==> src/rtl/tri_mem_pkg.sv <==
// Shared definitions for the tri-memory block reader/writer pair.
// Holds the block FSM state encoding and the default block size.
package tri_mem_pkg;

  localparam int TRI_NDWORDS_DEFAULT = 9;

  typedef enum logic [1:0] {
    IDLE  = 2'd0,
    WRITE = 2'd1,
    DONE  = 2'd2
  } tri_state_t;

endpackage

==> src/rtl/tri_writer.sv <==
// Serializes one block of NDWORDS 32-bit words into 2*NDWORDS consecutive
// 16-bit Avalon-MM writes starting at baseaddr + 2*NDWORDS*index.
module tri_writer
  import tri_mem_pkg::*;
#(
  parameter  int NDWORDS = TRI_NDWORDS_DEFAULT,
  localparam int BLOCKSZ = 32 * NDWORDS
) (
  input  logic               clk,
  input  logic               reset,
  input  logic [31:0]        baseaddr,
  input  logic [31:0]        index,
  input  logic [BLOCKSZ-1:0] data,
  input  logic               write,
  output logic               iready,
  output logic               done,
  output logic               avm_m0_write,
  output logic [31:0]        avm_m0_address,
  output logic [15:0]        avm_m0_writedata,
  output logic [1:0]         avm_m0_byteenable,
  input  logic               avm_m0_waitrequest,
  output logic               avm_m0_read,
  input  logic [15:0]        avm_m0_readdata,
  input  logic               avm_m0_readdatavalid
);

  localparam int NBEATS = 2 * NDWORDS;
  localparam int CW     = $clog2(NBEATS);

  tri_state_t         state_reg, state_next;
  logic [CW-1:0]      beat_reg;
  logic [BLOCKSZ-1:0] shift_reg;
  logic [31:0]        addr_reg;

  logic accept;
  logic beat_ack;
  logic last_beat;

  // The read channel belongs to the reader side; these inputs are only tied off here.
  logic unused_inputs;
  assign unused_inputs = &{1'b0, avm_m0_readdata, avm_m0_readdatavalid};

  assign accept    = write && iready;
  assign beat_ack  = avm_m0_write && !avm_m0_waitrequest;
  assign last_beat = (beat_reg == CW'(NBEATS - 1));

  assign avm_m0_address    = addr_reg;
  assign avm_m0_writedata  = shift_reg[15:0];
  assign avm_m0_byteenable = 2'b11;
  assign avm_m0_read       = 1'b0;

  always_ff @(posedge clk) begin
    if (reset) begin
      state_reg <= IDLE;
      beat_reg  <= '0;
    end else begin
      state_reg <= state_next;
      if (accept) begin
        beat_reg <= '0;
      end else if (beat_ack) begin
        beat_reg <= beat_reg + 1'b1;
      end
    end
  end

  // Payload and address need no reset: they are always reloaded on accept.
  always_ff @(posedge clk) begin
    if (accept) begin
      shift_reg <= data;
      addr_reg  <= baseaddr + index * 32'(NBEATS);
    end else if (beat_ack) begin
      shift_reg <= shift_reg >> 16;
      addr_reg  <= addr_reg + 32'd1;
    end
  end

  always_comb begin
    state_next   = state_reg;
    iready       = 1'b0;
    avm_m0_write = 1'b0;
    done         = 1'b0;
    case (state_reg)
      IDLE: begin
        iready = 1'b1;
        if (write) state_next = WRITE;
      end
      WRITE: begin
        avm_m0_write = 1'b1;
        if (beat_ack && last_beat) state_next = DONE;
      end
      DONE: begin
        done       = 1'b1;
        state_next = IDLE;
      end
      default: state_next = IDLE;
    endcase
  end

endmodule

==> config.mk <==
export PLATFORM = sky130hd
export DESIGN_NAME = tri_writer
export DESIGN_NICKNAME = d
export VERILOG_FILES = /design/src/rtl/tri_mem_pkg.sv /design/src/rtl/tri_writer.sv
export SDC_FILE = /design/constraint.sdc
export NUM_CORES = 1
export LEC_CHECK = 0
export ABC_AREA = 1
export ABC_CLOCK_PERIOD_IN_PS = 10000
export CAP_MARGIN = 20
export CORE_MARGIN = 3
export CORE_UTILIZATION = 46
export CTS_CLUSTER_DIAMETER = 100
export DETAILED_ROUTE_END_ITERATION = 6
export GPL_TIMING_DRIVEN = 0
export PLACE_DENSITY = 0.85
export SYNTH_ARGS = -nofsm -noshare
export SYNTH_HDL_FRONTEND = slang
export SYNTH_SLANG_ARGS = --single-unit
export TNS_END_PERCENT = 10
==> constraint.sdc <==
create_clock -name clk -period 10 [get_ports clk]
set_clock_uncertainty 0.15 [all_clocks]
set_input_delay 1.5 -clock clk [delete_from_list [all_inputs] [get_ports clk]]
set_output_delay 1.5 -clock clk [all_outputs]
set_load 0.02 [all_outputs]
==> out/qor.yml, run 1 <==
status:
  status: "finished, final reports clean"
logic_synthesis:
  area_share_of_fa_ha_maj_cells_after_synthesis_pct: 6.226
  synth_compound_area_share_pct: 4.078
  post-synth-top-count-cell: "nand2_1"
  netlist_instances: 2189
  post_synth_instance_area_um2: 18530
  synth_common_cells: "nand2_1, edfxtp_1, nor2_1, inv_1, ha_1"
  yosys.area.top_type_share_pct: 51.86
  syn-mean-instance-area_um2: 8.465
  largest_family_of_logic_cells_by_synthesized_area: "simple AND/OR/NAND/NOR gates"
  synth.mux.area_fraction_pct: 0
  asyncSetResetFlopFracSynth_pct: 0
  postSynthRegisterBits: 327
  synth_enable_flop_cells: 320
  ys_seq_area_share_pct: 52.61
  synth-simple-area-share_pct: 29.35
  synth_ff_type: "edfxtp_1"
  cell_variety_after_synth: 42
  synthesis.yosys.warnings: 0
  synthDominantAreaCellType: "edfxtp_1"
  synthTopCellsByArea: "edfxtp_1, nand2_1, ha_1, nor2_1, inv_1"
  synth-xor-area-share_pct: 2.741
sta:
  report.final.setup_viol: 0
  timing.final.crit_period_ns: 5.943
  max_clock_freq_mhz: 168.3
  totalNegativeSetupSlack_ns: 0
  timing.slew.headroom_pct: 32.30
  rsz0062_at_grt: "false"
  hold_violations: 0
  period_share_pct: 59.43
  slew_violations: 0
  worst_slew_pin_slew_ns: 1.008
clocking:
  cts.reportedPaths.clkPinSlew_ns: 0.06
  tritoncts_clock_tree: "yes"
  post-cts-setup-buffers: 0
  cts_hold_buf: 0
  numClockSinks: 327
  cts-root-buf: "clkbuf_16"
  post_cts_resize_count: 0
  worst_skew_pair.late_latency_ns: 0.52
  cts.htree.levels: 2
  clock_tree.buffer_depth: 3
  cts-buffers-inserted: 36
power:
  comb_power_share_pct: 27.8
  p_clk_share_pct: 30.4
  p_sw_share_pct: 31.09
  peakVddDrop_uv: 115.3
  power_density_over_the_cells_nw_per_um2: 176.3
  p_switching_mw: 1.345
  pwr-share-seq_pct: 41.8
  p_int_mw: 2.981
  leakage_nw: 11.00
  totalPowerFinal_mw: 4.325
setup_path:
  path_max_fanout: 4
  worstSetupEndpoint: "avm_m0_address[28]"
  regToRegEndpoint: "shift_reg[83]"
  startpoint_type: "primary input"
  most_repeated_library_cell_on_the_critical_path: "nand2_1"
  max_stage_delay_ns: 0.78
  path_cells: "clkdlybuf4s50_1 > ha_1 > ha_1 > nand2_1 > inv_1 > nand2_1 > nor3_1 > nand4_1 > nand3_1 > nand2_1 > inv_1 > nor2_1 > nand2_1 > nand2_1 > ha_1 > nand2_1 > nor2_1 > nand2_1 > nor2_1 > nor2_1 > nand2_1 > nand2_1 > nand3_1 > nand2_1"
  worst_r2r_startpoint: "state_reg[0]"
  worst_setup_path_class: "primary input to flop"
  setup.worst_path.start: "index[14]"
  cp_data_arrival_time_ns: 6.05
  critical-path-slowest-cell: "nor3_1"
  r2r_slack_ns: 6.02
  cp-end-kind: "flop"
  reg2regPathDepth: 8
  worst-endpoint-required_ns: 10.11
die:
  std_cell_rows: 72
  die_width_um: 206.7
  dieHeight_um: 206.7
  core_um2: 39190
  initial_core_util_pct: 47.29
  boundaryPins: 427
  die_outline_area_um2: 42730
grt:
  total_global_routing_overflow: 0
  groute.usage.overall_pct: 26.61
  maximum_number_of_pins_on_one_net_before_global_route_repair: 73
  grt_first_pass_wirelength_um: 87460
  number_of_global_route_vias_before_repair: 16310
  initial_antenna_violation_count: 5
route:
  final_routed_wire_length_divided_by_cell_count_um: 18.32
  detail_route.vias_per_cell: 5.165
  post-route-drc-count: 0
  vias: 16450
  ant_nets: 0
  wirelength_um: 58370
  drt-pass1-iter-count: 6
  drt_first_iter_violations: 1363
final_layout:
  drive_above_1_share_pct: 6.041
  fin_util_pct: 62.61
  area_growth_pct: 32.41
  finish.instance_area_um2: 24540
  largest_register_ff_count: 288
  final_net_count: 3101
  fill_cells: 3238
place:
  portBuffers: 405
  dp_hpwl_um: 46260
  routabilityCongestion: 0.9283
  placedInstanceArea_um2: 23350
min_path:
  min_path_type: "flop to flop"
job:
  cap_violations: 0
-- worst min-delay path by stage --
stage,startpoint,end,slack [ns],depth (start not counted)
floorplan,beat_reg[3],beat_reg[3],0.29,1
global placement,beat_reg[3],beat_reg[3],0.31,1
detailed placement,beat_reg[3],beat_reg[3],0.34,1
CTS,beat_reg[3],beat_reg[3],0.35,1
global route,shift_reg[213],shift_reg[197],0.38,2
finish,beat_reg[3],beat_reg[3],0.35,1
-- logic make-up (layout without fill, tap and decap cells) --
kind of cell,count (synthesis),count (layout)
flops,327,327
fa+ha+maj,91,91
buf+inv,205,680
other cells,2,5
simple gates,1370,1370
compound gates,136,136
xor+xnor,58,58
-- per-layer routing --
layer | vias up | GRT usage (%) | share of wire (%)
li1 | 8041 | - | -
met1 | 7514 | 32.58 | 39
met2 | 758 | 45.68 | 47
met3 | 131 | 7.433 | 10
met4 | 8 | 8.693 | 3.3
met5 | - | 0 | 0.099
-- critical path, delay by kind of cell --
family	cells	cell delay (ns)
adder cells (fa/ha/maj)	3	0.98
buffers and inverters	3	0.62
AND/OR/NAND/NOR	18	2.96
-- per-stage QoR --
stage               worst slack (ns)  std cells  hold slack [ns]
floorplan                    0.07853       2190           0.2931
global placement              -3.736       3113           0.3096
detailed placement             3.824       3117           0.3429
CTS                            4.326       3183           0.3537
global route                   3.690       3183           0.3766
finish                         4.057       3185           0.3495
-- final cells by class --
class / count / area (um2) / share of cell area (%)
sequential: 327 / 9749 / 39.73
antenna: 2 / 5.005 / 0.02040
tap: 518 / 648.1 / 2.642
buffer: 88 / 478.0 / 1.948
clock buffer: 46 / 1011 / 4.120
clock inverter: 20 / 166.4 / 0.6782
multi-input combinational: 1658 / 7875 / 32.10
timing repair buffer: 409 / 4164 / 16.97
inverter: 117 / 439.2 / 1.790
-- power groups by stage --
stage               sequential [mW]  clock (mW)  combinational (mW)
CTS                            1.81        1.34                1.19
finish                         1.81        1.32                1.20
detailed placement             1.83           0                1.18
global placement               1.89           0                1.15
floorplan                      1.88           0               0.679
global route                   1.82        1.39                1.33
-- cell usage in the layout (no fill, tap or decap), types with 4 or more instances in the layout --
cell type,instances
clkinv_2,5
nor2_2,4
nand3b_1,6
dfxtp_1,7
clkinv_1,8
o21bai_1,10
a31oi_1,4
nor2_1,123
inv_1,116
buf_2,61
a21oi_1,66
o21ai_0,37
buf_16,4
xnor2_1,24
clkbuf_16,38
clkdlybuf4s50_1,405
nand3_1,66
xor2_1,34
clkbuf_1,13
nor3_1,24
ha_1,89
nand2_1,1108
edfxtp_1,320
nand4_1,17
buf_4,19
a21o_1,6
No activity file was read; power rests on OpenSTA's default activity.
==> run 2: changes to the inputs <==
--- a/config.mk
+++ b/config.mk
@@ -6,7 +6,7 @@
 export NUM_CORES = 1
 export LEC_CHECK = 0
 export ABC_AREA = 1
-export ABC_CLOCK_PERIOD_IN_PS = 10000
+export ABC_CLOCK_PERIOD_IN_PS = 4900
 export CAP_MARGIN = 20
 export CORE_MARGIN = 3
 export CORE_UTILIZATION = 46
==> constraint.sdc (replaced) <==
create_clock -name clk -period 4.9 [get_ports clk]
set_clock_uncertainty 0.15 [all_clocks]
set_input_delay 0.735 -clock clk [delete_from_list [all_inputs] [get_ports clk]]
set_output_delay 0.735 -clock clk [all_outputs]
set_load 0.02 [all_outputs]
==> out/qor.yml, run 2 (same netlist as run 1, synthesis figures left out) <==
setup_path:
  worst_setup_path_class: "primary input to flop"
  startpoint_type: "primary input"
  r2r_slack_ns: 1.09  # -4.93 ns
  regToRegEndpoint: "shift_reg[127]"
  path_cells: "clkdlybuf4s50_1 > ha_1 > ha_1 > a21oi_1 > o21ai_1 > nor2_1 > o21ai_2 > nand2_1 > nand2_1 > xor2_1 > ha_1 > nand2_1 > nor2_1 > inv_1 > nor3_1 > nand3b_1 > nand3_1 > nand2_1 > nand3_1 > nand2_1"
  max_stage_delay_ns: 0.48  # -0.30 ns
  cp_data_arrival_time_ns: 4.77  # -1.28 ns
  critical-path-slowest-cell: "clkdlybuf4s50_1"
  worst_r2r_startpoint: "state_reg[0]"
  most_repeated_library_cell_on_the_critical_path: "nand2_1"
  cp-end-kind: "flop"
  worst-endpoint-required_ns: 5.01  # -5.10 ns
  path_max_fanout: 5  # +1
  reg2regPathDepth: 7  # -1
min_path:
  holdPathEnd: "state_reg[1]"
  min_path_type: "flop to flop"
  worst_hold_startpoint: "beat_reg[4]"
  whs_path_depth: 2  # +1
die:
  std_cell_rows: 72  # unchanged
  die_outline_area_um2: 42730  # unchanged
  core_um2: 39190  # unchanged
  boundaryPins: 427  # unchanged
  initial_core_util_pct: 47.29  # unchanged
  dieHeight_um: 206.7  # unchanged
  die_width_um: 206.7  # unchanged
sta:
  slew_violations: 0  # unchanged
  totalNegativeSetupSlack_ns: 0  # unchanged
  report.final.setup_viol: 0  # unchanged
  max_clock_freq_mhz: 214.6
  worst_slew_pin_slew_ns: 0.7838  # -0.2239 ns
  hold_violations: 0  # unchanged
  period_share_pct: 95.09
  rsz0062_at_grt: "false"
  timing.slew.headroom_pct: 47.75  # +15 points
  timing.final.crit_period_ns: 4.659
clocking:
  clock_tree.buffer_depth: 3  # unchanged
  cts-buffers-inserted: 37  # +2.8%
  cts.reportedPaths.clkPinSlew_ns: 0.06  # about the same
  numClockSinks: 327  # unchanged
  cts.htree.levels: 2  # unchanged
  cts-root-buf: "clkbuf_16"
  worst_skew_pair.late_latency_ns: 0.52  # about the same
  tritoncts_clock_tree: "yes"
job:
  cap_violations: 0  # unchanged
grt:
  most_used_routing_layer: "met2"
  number_of_global_route_vias_before_repair: 16280  # -0.17%
  total_global_routing_overflow: 0  # unchanged
  grtUsageMet1_pct: 31.73  # -0.86 points
  groute.usage.overall_pct: 26.48  # -0.13 points
  grtUsageMet2_pct: 45.99  # +0.31 points
  maximum_number_of_pins_on_one_net_before_global_route_repair: 125  # +71%
  initial_antenna_violation_count: 7  # +2
  met3_usage_grt_pct: 8.358  # +0.93 points
  grt_first_pass_wirelength_um: 87170  # -0.32%
final_layout:
  largest_register_ff_count: 288  # unchanged
  final_net_count: 3101  # unchanged
  drive_above_1_share_pct: 6.489  # +0.45 points
  final_common_cell: "nand2_1"
  area_growth_pct: 32.51  # about the same
  layout.cells.most_common_list: "nand2_1, clkdlybuf4s50_1, edfxtp_1, nor2_1, inv_1"
  fill_cells: 3239  # +0.031%
route:
  final_routed_wire_length_divided_by_cell_count_um: 18.27  # -0.29%
  detail_route.vias_per_cell: 5.148  # -0.34%
  drt-pass1-iter-count: 5  # -1
  drt_first_iter_violations: 1351  # -0.88%
  ant_nets: 0  # unchanged
  vias: 16400  # -0.30%
  post-route-drc-count: 0  # unchanged
  wirelength_um: 58220  # -0.26%
status:
  status: "finished, final reports clean"
power:
  power_density_over_the_cells_nw_per_um2: 360.9  # +100%
  leakage_nw: 11.01  # about the same
  peakVddDrop_uv: 317.6  # +180%
  totalPowerFinal_mw: 8.861  # +100%
place:
  dp_hpwl_um: 46430  # +0.37%
  portBuffers: 405  # unchanged
  routabilityCongestion: 0.9390  # +1.2%
## run 2: cell types whose count changed in the layout (fill, tap and decap cells not counted), moves of 3 or more
cell        previous run  this run
clkinvlp_4             0         4
nand3_2                2         5
a21oi_1               66        63
nand3_1               66        63
a21oi_2                0         3
## run 2: critical path: cells and delay by family
kind / cells / cell delay, ns
and+or+nand+nor: 11 / 1.60
buffers and inverters: 2 / 0.59
xor gates and xnor gates: 1 / 0.20
adders and majority gates: 3 / 1.15
AOI/OAI and AO/OA: 3 / 0.49
## run 2: power by group
group	switching [mW]	internal, mW
clock	1.13	1.58
sequential	0.164	3.54
combinational	1.48	0.966
## run 2: how the worst max path moves through the flow
| stage | startpoint | end | slack, ns | depth (start not counted) |
|---|---|---|---|---|
| 2_1_floorplan | state_reg[0] | avm_m0_address[0] | 0.85 | 5 |
| 3_3_place_gp | write | shift_reg[13] | -1.03 | 5 |
| 3_5_place_dp | index[11] | avm_m0_address[28] | -0.53 | 21 |
| 4_1_cts | index[11] | avm_m0_address[28] | 0.17 | 21 |
| 5_1_grt | index[3] | avm_m0_address[25] | 0.02 | 20 |
| 6_report | index[3] | avm_m0_address[25] | 0.24 | 20 |
## run 2: layout make-up
cell class,count,area [um2],share of cell area [%]
diodes,2,5.005,0.02038
plain buffers,88,478.0,1.946
clock buffers,44,1005,4.092
clock inverters,24,190.2,0.7745
inverters,117,439.2,1.789
multi-input cells,1658,7924,32.27
flip-flops and latches,327,9749,39.70
well taps,518,648.1,2.639
repair buffers,408,4116,16.76
## run 2: layer usage
metal  part of all wire, %  wire length (um)  vias to the layer above
met4                   2.7              1582                       10
met1                    39             22520                     7545
met2                    48             27900                      687
met5                  0.13                76                        -
li1                      -                 -                     8052
met3                    11              6139                      108
## run 2: through the flow
step	area (um2)	std cells	util, %	hold slack, ns	worst slack [ns]
after floorplan	18540	2190	-	0.2931	0.8512
after global placement	23240	3113	59.31	0.3080	-1.027
after detailed placement	23310	3115	59.48	0.3420	-0.5309
after CTS	24510	3183	62.55	0.3576	0.1716
after global routing	24550	3184	62.65	0.3722	0.02418
final	24550	3186	62.66	0.3551	0.2408
## run 2: what timing repair did
action	4_1_cts	5_1_grt
pin swaps	0	1
setup endpoints to repair	1	6
setup buffers	0	1
hold buffers	0	0
gates resized for setup	2	8
gates cloned	0	0
==> run 3: changes to the inputs <==
--- a/config.mk
+++ b/config.mk
@@ -7,7 +7,8 @@
 export LEC_CHECK = 0
 export ABC_AREA = 1
 export ABC_CLOCK_PERIOD_IN_PS = 4900
-export CAP_MARGIN = 20
+export CAP_MARGIN = 0
+export CORE_ASPECT_RATIO = 0.75
 export CORE_MARGIN = 3
 export CORE_UTILIZATION = 46
 export CTS_CLUSTER_DIAMETER = 100
==> out/qor.yml, run 3 (same netlist as run 1, synthesis figures left out) <==
route:
  drt_first_iter_violations: 1395  # +3.3%
  final_routed_wire_length_divided_by_cell_count_um: 18.22  # -0.31%
  post-route-drc-count: 0  # unchanged
  ant_nets: 0  # unchanged
  wirelength_um: 57950  # -0.46%
  detail_route.vias_per_cell: 5.144  # about the same
  vias: 16360  # -0.24%
  drt-pass1-iter-count: 5  # unchanged
final_layout:
  layout.cells.most_common_list: "nand2_1, clkdlybuf4s50_1, edfxtp_1, nor2_1, inv_1"
  final_net_count: 3097  # -0.13%
  fill_cells: 3303  # +2.0%
  finish.instance_area_um2: 24390  # -0.68%
  largest_register_ff_count: 288  # unchanged
  area_growth_pct: 31.61
  multi_input_area_um2: 7925  # about the same
  drive_above_1_share_pct: 6.099  # -0.39 points
  layout.area.seq_um2: 9749  # unchanged
  final_common_cell: "nand2_1"
sta:
  max_clock_freq_mhz: 210.7  # -1.8%
  slew_violations: 0  # unchanged
  worst_slew_pin_slew_ns: 0.8556  # +0.07177 ns
  final_critical_path_setup_slack_ns: 0.1540  # -0.08681 ns
  timing.final.crit_period_ns: 4.746  # +0.08681 ns
  report.final.setup_viol: 0  # unchanged
  timing.slew.headroom_pct: 42.96  # -4.8 points
  hold_violations: 0  # unchanged
  period_share_pct: 96.86  # +1.8 points
power:
  power_density_over_the_cells_nw_per_um2: 351.6  # -2.6%
  peakVddDrop_uv: 249.9  # -21%
  totalPowerFinal_mw: 8.575  # -3.2%
  leakage_nw: 10.92  # -0.88%
die:
  die_outline_area_um2: 42750  # about the same
  die_width_um: 237.8  # +15%
  dieHeight_um: 179.8  # -13%
  core_um2: 39650  # +1.2%
  initial_core_util_pct: 46.74  # -0.55 points
  std_cell_rows: 63  # -13%
  boundaryPins: 427  # unchanged
clocking:
  worst_skew_pair.late_latency_ns: 0.51  # about the same
  tritoncts_clock_tree: "yes"
  cts.htree.levels: 2  # unchanged
  clock_tree.buffer_depth: 3  # unchanged
  cts.reportedPaths.clkPinSlew_ns: 0.07  # about the same
  cts-buffers-inserted: 34  # -8.1%
  cts_hold_buf: 0  # unchanged
  numClockSinks: 327  # unchanged
  post_cts_resize_count: 2  # unchanged
  cts-root-buf: "clkbuf_16"
  post-cts-setup-buffers: 0  # unchanged
place:
  dp_slack_ns: -0.5832  # -0.05237 ns
  routabilityCongestion: 0.9988  # +6.4%
  portBuffers: 405  # unchanged
  placedInstanceArea_um2: 23310  # about the same
  dp_hpwl_um: 46290  # -0.29%
setup_path:
  cp-end-kind: "flop"
  worst-endpoint-required_ns: 5.00  # about the same
  critical-path-slowest-cell: "clkdlybuf4s50_1"
  path_cells: "clkdlybuf4s50_1 > ha_1 > ha_1 > a21oi_1 > a21boi_0 > nor2_1 > nor2_1 > nand2_1 > xor2_1 > ha_1 > nand2_1 > nor2_1 > inv_1 > nor3_1 > nand3b_1 > nand3_1 > nand2_1 > nand3_1 > nand2_1"
  path_max_fanout: 5  # unchanged
  max_stage_delay_ns: 0.51  # +0.03 ns
  most_repeated_library_cell_on_the_critical_path: "nand2_1"
  startpoint_type: "primary input"
  worst_setup_path_class: "primary input to flop"
  cp_data_arrival_time_ns: 4.84  # +0.07 ns
grt:
  grtUsageMet1_pct: 36.10  # +4.4 points
  number_of_global_route_vias_before_repair: 15710  # -3.5%
  maximum_number_of_pins_on_one_net_before_global_route_repair: 129  # +3.2%
  groute.usage.overall_pct: 26.39  # -0.090 points
  grtUsageMet2_pct: 41.11  # -4.9 points
  initial_antenna_violation_count: 8  # +1
  most_used_routing_layer: "met2"
  grt_first_pass_wirelength_um: 87830  # +0.75%
  total_global_routing_overflow: 0  # unchanged
  met3_usage_grt_pct: 6.887  # -1.5 points
job:
  cap_violations: 0  # unchanged
status:
  status: "finished, final reports clean"
min_path:
  min_path_type: "flop to flop"
-- run 3: path summary, 6_finish.rpt --
check,from,end,slack [ns],depth (start not counted)
worst min register to register,beat_reg[3],beat_reg[3],0.34,1
worst max-delay path,index[14],avm_m0_address[25],0.15,19
worst min-delay path,beat_reg[3],beat_reg[3],0.34,1
worst max register to register,state_reg[0],shift_reg[66],1.10,7
-- run 3: power breakdown --
part           switching (mW)  leakage (nW)  total, mW  internal, mW
Combinational            1.49          7.21       2.45         0.966
Clock                    1.08         0.498       2.43          1.35
Sequential              0.154          3.21       3.69          3.54
-- run 3: layout make-up --
type | instances | area share [%]
multi-input cells | 1658 | 32.50
well taps | 520 | 2.668
clock buffers | 41 | 3.596
inverters | 117 | 1.801
diodes | 5 | 0.05130
flip-flops and latches | 327 | 39.98
plain buffers | 88 | 1.960
clock inverters | 18 | 0.6054
repair buffers | 407 | 16.85
-- run 3: per-layer routing --
metal,share of wire [%],vias up
met4,3.2,4
met1,43,7505
met5,0.053,-
met2,44,706
li1,-,8035
met3,10,113
-- run 3: stage by stage --
| stage | utilization, % | instances | TNS, ns | hold WS [ns] |
|---|---|---|---|---|
| floorplan | - | 2190 | 0 | 0.2931 |
| global placement | 58.63 | 3115 | -355.89 | 0.3092 |
| detailed placement | 58.79 | 3117 | -3.804 | 0.3331 |
| CTS | 61.40 | 3176 | 0 | 0.3460 |
| global route | 61.50 | 3180 | -0.01970 | 0.3697 |
| finish | 61.51 | 3181 | 0 | 0.3389 |
-- run 3: worst max-delay path: cells and delay by family --
kind                       cells  cell delay [ns]
AOI/OAI and AO/OA              2             0.61
xor gates and xnor gates       1             0.21
adders and majority gates      3             1.05
buffers and inverters          2             0.63
and+or+nand+nor               11             1.62
